==> src/rtl/bus_sync_stable_n.sv <==
// Multi-bit CDC bus synchroniser: flop chain, run-length stability filter, update strobe and sticky timeout.
// Optional macro BUS_SYNC_STABLE_GLITCH_CNT_EN adds a saturating count of discarded pending values.
module bus_sync_stable_n #(
    parameter int                BUS_BW      = 8,
    parameter int                SYNC_STAGES = 2,
    parameter int                STABLE_CNT  = 3,
    parameter int                TMO_CYC     = 256,
    parameter logic [BUS_BW-1:0] RST_VAL     = {BUS_BW{1'b0}}
) (
    input  logic              dest_clk,
    input  logic              dest_rst,
    input  logic [BUS_BW-1:0] Bus_in,
    input  logic              tmo_clr,
    output logic [BUS_BW-1:0] Bus_sync,
    output logic              Bus_upd,
    output logic              Bus_stable,
    output logic              Bus_tmo
`ifdef BUS_SYNC_STABLE_GLITCH_CNT_EN
    ,
    output logic [15:0]       glitch_cnt
`endif
);

    localparam int RUN_W = (STABLE_CNT > 1) ? $clog2(STABLE_CNT) : 1;
    localparam logic [RUN_W-1:0] RUN_MAX = RUN_W'(STABLE_CNT - 1);
    localparam logic [RUN_W-1:0] RUN_THR = RUN_W'(STABLE_CNT - 2);

    if (SYNC_STAGES < 2) begin : g_bad_sync
        $error("bus_sync_stable_n: SYNC_STAGES must be >= 2");
    end
    if (STABLE_CNT < 2) begin : g_bad_stable
        $error("bus_sync_stable_n: STABLE_CNT must be >= 2");
    end
    if ((TMO_CYC < 0) || (TMO_CYC > 65535)) begin : g_bad_tmo
        $error("bus_sync_stable_n: TMO_CYC out of range");
    end

    logic [BUS_BW-1:0] sync_r [SYNC_STAGES];
    logic [BUS_BW-1:0] prev_r;
    logic [RUN_W-1:0]  run_r;
    logic [BUS_BW-1:0] samp_s;
    logic              eq_s;
    logic              stable_s;
    logic              upd_nxt_s;
    logic [RUN_W-1:0]  run_nxt_s;

    assign samp_s    = sync_r[SYNC_STAGES-1];
    assign eq_s      = (samp_s == prev_r);
    assign stable_s  = eq_s && (run_r >= RUN_THR);
    assign upd_nxt_s = stable_s && (samp_s != Bus_sync);

    // Synchroniser flop chain
    always_ff @(posedge dest_clk or posedge dest_rst) begin
        if (dest_rst) begin
            for (int k = 0; k < SYNC_STAGES; k++) sync_r[k] <= RST_VAL;
        end else begin
            sync_r[0] <= Bus_in;
            for (int k = 1; k < SYNC_STAGES; k++) sync_r[k] <= sync_r[k-1];
        end
    end

    // Saturating run length of consecutive equal samples
    always_comb begin
        run_nxt_s = {RUN_W{1'b0}};
        if (eq_s) begin
            if (run_r == RUN_MAX) run_nxt_s = RUN_MAX;
            else                  run_nxt_s = run_r + RUN_W'(1);
        end else begin
            run_nxt_s = {RUN_W{1'b0}};
        end
    end

    // Filter state and registered outputs
    always_ff @(posedge dest_clk or posedge dest_rst) begin
        if (dest_rst) begin
            prev_r     <= RST_VAL;
            run_r      <= {RUN_W{1'b0}};
            Bus_sync   <= RST_VAL;
            Bus_upd    <= 1'b0;
            Bus_stable <= 1'b0;
        end else begin
            prev_r     <= samp_s;
            run_r      <= run_nxt_s;
            Bus_upd    <= upd_nxt_s;
            Bus_stable <= stable_s;
            if (stable_s) Bus_sync <= samp_s;
        end
    end

    if (TMO_CYC > 0) begin : g_tmo
        logic [15:0] tc_r;
        logic [16:0] tc_inc_s;

        assign tc_inc_s = {1'b0, tc_r} + 17'd1;

        // Sticky timeout; clear beats set in the same cycle
        always_ff @(posedge dest_clk or posedge dest_rst) begin
            if (dest_rst) begin
                tc_r    <= 16'd0;
                Bus_tmo <= 1'b0;
            end else if (tmo_clr) begin
                tc_r    <= 16'd0;
                Bus_tmo <= 1'b0;
            end else if (stable_s) begin
                tc_r    <= 16'd0;
            end else begin
                tc_r <= tc_inc_s[16] ? 16'hFFFF : tc_inc_s[15:0];
                if (tc_inc_s == 17'(TMO_CYC)) Bus_tmo <= 1'b1;
            end
        end
    end else begin : g_no_tmo
        assign Bus_tmo = 1'b0;
    end

`ifdef BUS_SYNC_STABLE_GLITCH_CNT_EN
    logic glitch_s;
    // A pending (unaccepted) value was replaced before it could be accepted
    assign glitch_s = (samp_s != prev_r) && (prev_r != Bus_sync);

    // Saturating glitch counter, cleared with the timeout
    always_ff @(posedge dest_clk or posedge dest_rst) begin
        if (dest_rst) begin
            glitch_cnt <= 16'd0;
        end else if (tmo_clr) begin
            glitch_cnt <= 16'd0;
        end else if (glitch_s && (glitch_cnt != 16'hFFFF)) begin
            glitch_cnt <= glitch_cnt + 16'd1;
        end
    end
`endif

endmodule

==> config.mk <==
export PLATFORM = sky130hd
export DESIGN_NAME = bus_sync_stable_n
export DESIGN_NICKNAME = d
export VERILOG_FILES = /design/src/rtl/bus_sync_stable_n.sv
export SDC_FILE = /design/constraint.sdc
export NUM_CORES = 1
export LEC_CHECK = 0
export ABC_AREA = 0
export CORE_MARGIN = 4
export CORE_UTILIZATION = 26
export DETAILED_ROUTE_END_ITERATION = 8
export PLACE_DENSITY_LB_ADDON = 0.08
export RECOVER_POWER = 50
export SYNTH_ARGS = -nofsm -noshare
export SYNTH_HDL_FRONTEND = slang
export SYNTH_SLANG_ARGS = --single-unit
==> constraint.sdc <==
create_clock -name dest_clk -period 2.5 [get_ports dest_clk]
set_clock_uncertainty 0.2 [all_clocks]
set_input_delay 0.25 -clock dest_clk [delete_from_list [all_inputs] [get_ports dest_clk]]
set_output_delay 0.25 -clock dest_clk [all_outputs]
set_load 0.005 [all_outputs]
==> impl_metrics.csv, run 1 <==
group,metric,value,unit
run,max_cap_viol_count,0,
sta,timing.final.crit_period,2170,ps
synth,post_synth_instance_area,0.002394,mm^2
cells_and_area,area.growth.synth_to_final,17.04,%
synth,synth_seq_cells,53,
placed_design,dpl.hpwl,3337,um
sta,max_freq,460.9,MHz
global_routing,grt_max_degree,35,
cts,clk-insertion-delay-late,310,ps
routing,drc,0,
outcome,run_status,"completed",
min_path,hold_end,"samp_s[3]",
synth,synth_area_per_cell,12.15,um^2
floorplanning,placeableCoreArea,0.008848,mm^2
global_routing,number_of_antenna_violations_at_the_first_check_in_global_routing,0,
placed_design,port_buffer_count,21,
worst_setup_path,worstPathArrival,2210,ps
cts,cts_tree,"yes",
min_path,hold_start,"sync_r[11]",
placed_design,globalplace.congestion,0.7123,
worst_setup_path,cp.required,2540,ps
power_and_ir_drop,powerDensity,526.6,mW/mm^2
routing,detail_route.first_pass.iterations,4,
worst_setup_path,rrSetupSlack,330,ps
sta,final_max_slew_viol_count,0,
synth,synth_nets,212,
global_routing,globalRoute.totalOverflow,0,
min_path,min-delay-path-class,"reg -> reg",
cells_and_area,utilization,31.66,%
worst_setup_path,worstSetupPathType,"reg -> reg",
floorplanning,initial_core_util,27.05,%
cts,clock_sinks,53,
worst_setup_path,startpoint_type,"flip-flop",
cts,ctsHoldBuffers,0,
global_routing,wire_length_of_the_first_global_routing_pass,8073,um
floorplanning,die_h,103.9,um
synth,netlist.top_cell.by_area,"sky130_fd_sc_hd__dfrtp_1",
worst_setup_path,critical_path.max_fanout,11,
routing,wl_per_cell,14.25,um
cells_and_area,filler_cell_count,925,
placed_design,place_worst_setup_slack,333.1,ps
cts,numCtsBuffers,5,
sta,setup-violations-final,0,
cells_and_area,most_used_cells_in_the_layout_excluding_fill_and_tap_cells,"53 x sky130_fd_sc_hd__dfrtp_1, 15 x sky130_fd_sc_hd__xnor2_1, 12 x sky130_fd_sc_hd__xor2_1, 12 x sky130_fd_sc_hd__clkdlybuf4s50_1",
cts,clockBufferDepth,2,
floorplanning,placement_rows,34,
worst_setup_path,worst_r2r_path_depth,6,
cells_and_area,insertedDiodeCount,0,
routing,detail_route.vias_per_cell,4.517,
cells_and_area,mostFrequentLayoutCell,"sky130_fd_sc_hd__dfrtp_1",
routing,detail_route.wirelength,4717,um
global_routing,grt_usage,9.271,%
sta,setup_repair_after_global_routing_missed_its_margin,"no",
sta,min_period_over_period,86.79,%
routing,detailroute.via_count,1495,
routing,detail_route.iter0.violations,41,
synth,synth_cells,197,
power_and_ir_drop,irDropWorstVdd,200.3,uV
worst_setup_path,rr_startpoint,"g_tmo.tc_r[0]",
synth,ys.warnings.count,0,
synth,synthArstFlopShare,100.0,%
global_routing,vias_in_the_first_global_route,1510,
cells_and_area,drive_above_1_share,18.39,%
sta,final_hold_viol_count,0,
floorplanning,boundaryPins,22,
power_and_ir_drop,static-leakage-power,1.144,nW
worst_setup_path,end_kind,"flip-flop",
sta,post_route_worst_setup_slack,330.2,ps
cts,post_cts_buffers,0,
cts,post_cts_resize_count,0,
cts,ctsRootBufferMaster,"sky130_fd_sc_hd__clkbuf_8",
synth,seq_area_frac_synth,55.41,%
sta,relSlewSlack,43.73,%
synth,synth_top_cell_area_share,55.41,%
synth,yosys-top-cells-area,"sky130_fd_sc_hd__dfrtp_1 55%, sky130_fd_sc_hd__xnor2_1 5.5%, sky130_fd_sc_hd__xor2_1 4.4%",
synth,synthFlopType,"sky130_fd_sc_hd__dfrtp_1",
synth,synth-edff-count,0,
cts,clk_pin_slew,100,ps
floorplanning,die-area,0.01080,mm^2
floorplanning,dieWidth,103.9,um
min_path,min_path_cells,0,
worst_setup_path,crit-reg2reg-capture,"g_tmo.tc_r[1]",
sta,fin_tns_setup,0,ps
cells_and_area,finalNetCount,237,
synth,synth_cell_types,46,
cts,cts.htree.levels,2,
sta,transition_time_at_the_pin_with_the_least_slew_margin,844.0,ps
routing,drtAntennaViolNets,0,
-- worst max path at each step --
stage,start,endpoint,depth (start not counted)
3_5_place_dp,g_tmo.tc_r[0],Bus_tmo,7
4_1_cts,g_tmo.tc_r[0],Bus_tmo,7
2_1_floorplan,g_tmo.tc_r[0],Bus_tmo,8
5_1_grt,dest_rst,g_tmo.tc_r[10],3
3_3_place_gp,g_tmo.tc_r[0],Bus_tmo,7
6_report,g_tmo.tc_r[0],g_tmo.tc_r[1],6
-- flip-flops by register name, summed over array words and instances, names as in the netlist --
name        flops
Bus_stable      1
Bus_sync        8
Bus_tmo         1
Bus_upd         1
g_tmo.tc_r     16
prev_r          8
run_r           2
samp_s          8
sync_r          8
-- worst max-delay path: stages (launching register included) --
cell and delay (ps):
sky130_fd_sc_hd__dfrtp_1 450, sky130_fd_sc_hd__ha_1 200, sky130_fd_sc_hd__and4_4 280, sky130_fd_sc_hd__nand3_4 90
sky130_fd_sc_hd__or3_1 470, sky130_fd_sc_hd__buf_4 250, sky130_fd_sc_hd__a21oi_1 160
-- cell type report --
cell class	count	area [um^2]	area share [%]
Clock inverter	3	21.27	0.7593
Timing Repair Buffer	26	245.2	8.754
Tap cell	108	135.1	4.824
Clock buffer	5	68.82	2.456
Multi-Input combinational cell	128	974.7	34.79
Sequential cell	53	1326	47.34
Inverter	8	30.03	1.072
-- cells in the mapped netlist, types with 4 or more instances --
| cell | count |
|---|---|
| sky130_fd_sc_hd__nor4_1 | 5 |
| sky130_fd_sc_hd__xor2_1 | 12 |
| sky130_fd_sc_hd__mux2_2 | 7 |
| sky130_fd_sc_hd__dfrtp_1 | 53 |
| sky130_fd_sc_hd__ha_1 | 4 |
| sky130_fd_sc_hd__a21oi_2 | 10 |
| sky130_fd_sc_hd__nand4_1 | 6 |
| sky130_fd_sc_hd__inv_1 | 8 |
| sky130_fd_sc_hd__nand3_1 | 5 |
| sky130_fd_sc_hd__nor2_1 | 8 |
| sky130_fd_sc_hd__nor3_1 | 4 |
| sky130_fd_sc_hd__a21oi_1 | 6 |
| sky130_fd_sc_hd__nand2_1 | 10 |
| sky130_fd_sc_hd__xnor2_1 | 15 |
-- metal layers --
| metal | up-vias | global-route usage (%) | wire length (um) |
|---|---|---|---|
| met4 | 0 | 3.704 | 81 |
| met3 | 8 | 2.421 | 152 |
| met5 | - | 0 | 0 |
| li1 | 737 | - | - |
| met1 | 728 | 12.66 | 2358 |
| met2 | 22 | 13.97 | 2125 |
-- per-stage QoR --
| step | instance area [um^2] | total power, W | hold WS [ps] | std cells |
|---|---|---|---|---|
| global placement | 2726 | 0.001006 | 134.8 | 323 |
| global route | 2801 | 0.001557 | 156.8 | 331 |
| detailed placement | 2726 | 0.001005 | 134.7 | 323 |
| finish | 2801 | 0.001475 | 148.8 | 331 |
| CTS | 2816 | 0.001524 | 63.86 | 331 |
| floorplan | 2394 | 0.0009633 | 81.43 | 197 |
-- report_power, final --
group	switching (W)	internal, W	total (W)
registers	0.0000211	0.000880	0.000902
logic	0.0000419	0.0000345	0.0000764
clock network	0.000298	0.000200	0.000497
-- cells by family (layout without fill, tap and decap cells) --
family	Yosys count	count (layout)	synth area share (%)
DFF	53	53	55.41
muxes	8	8	3.764
buffers and inverters	16	42	3.868
adders and majority gates	4	4	2.091
xor gates and xnor gates	27	27	9.880
and+or+nand+nor	57	57	14.27
AOI/OAI and AO/OA	32	32	10.72
No activity file was read; power rests on OpenSTA's default activity.
==> run 2: changes to the inputs <==
- CTS_BUF_LIST: not set -> sky130_fd_sc_hd__clkbuf_8
- SKIP_CTS_REPAIR_TIMING: not set -> 1
==> results of run 2 <==
Same layout as run 1: the final DEF is identical, and so are final timing and power.
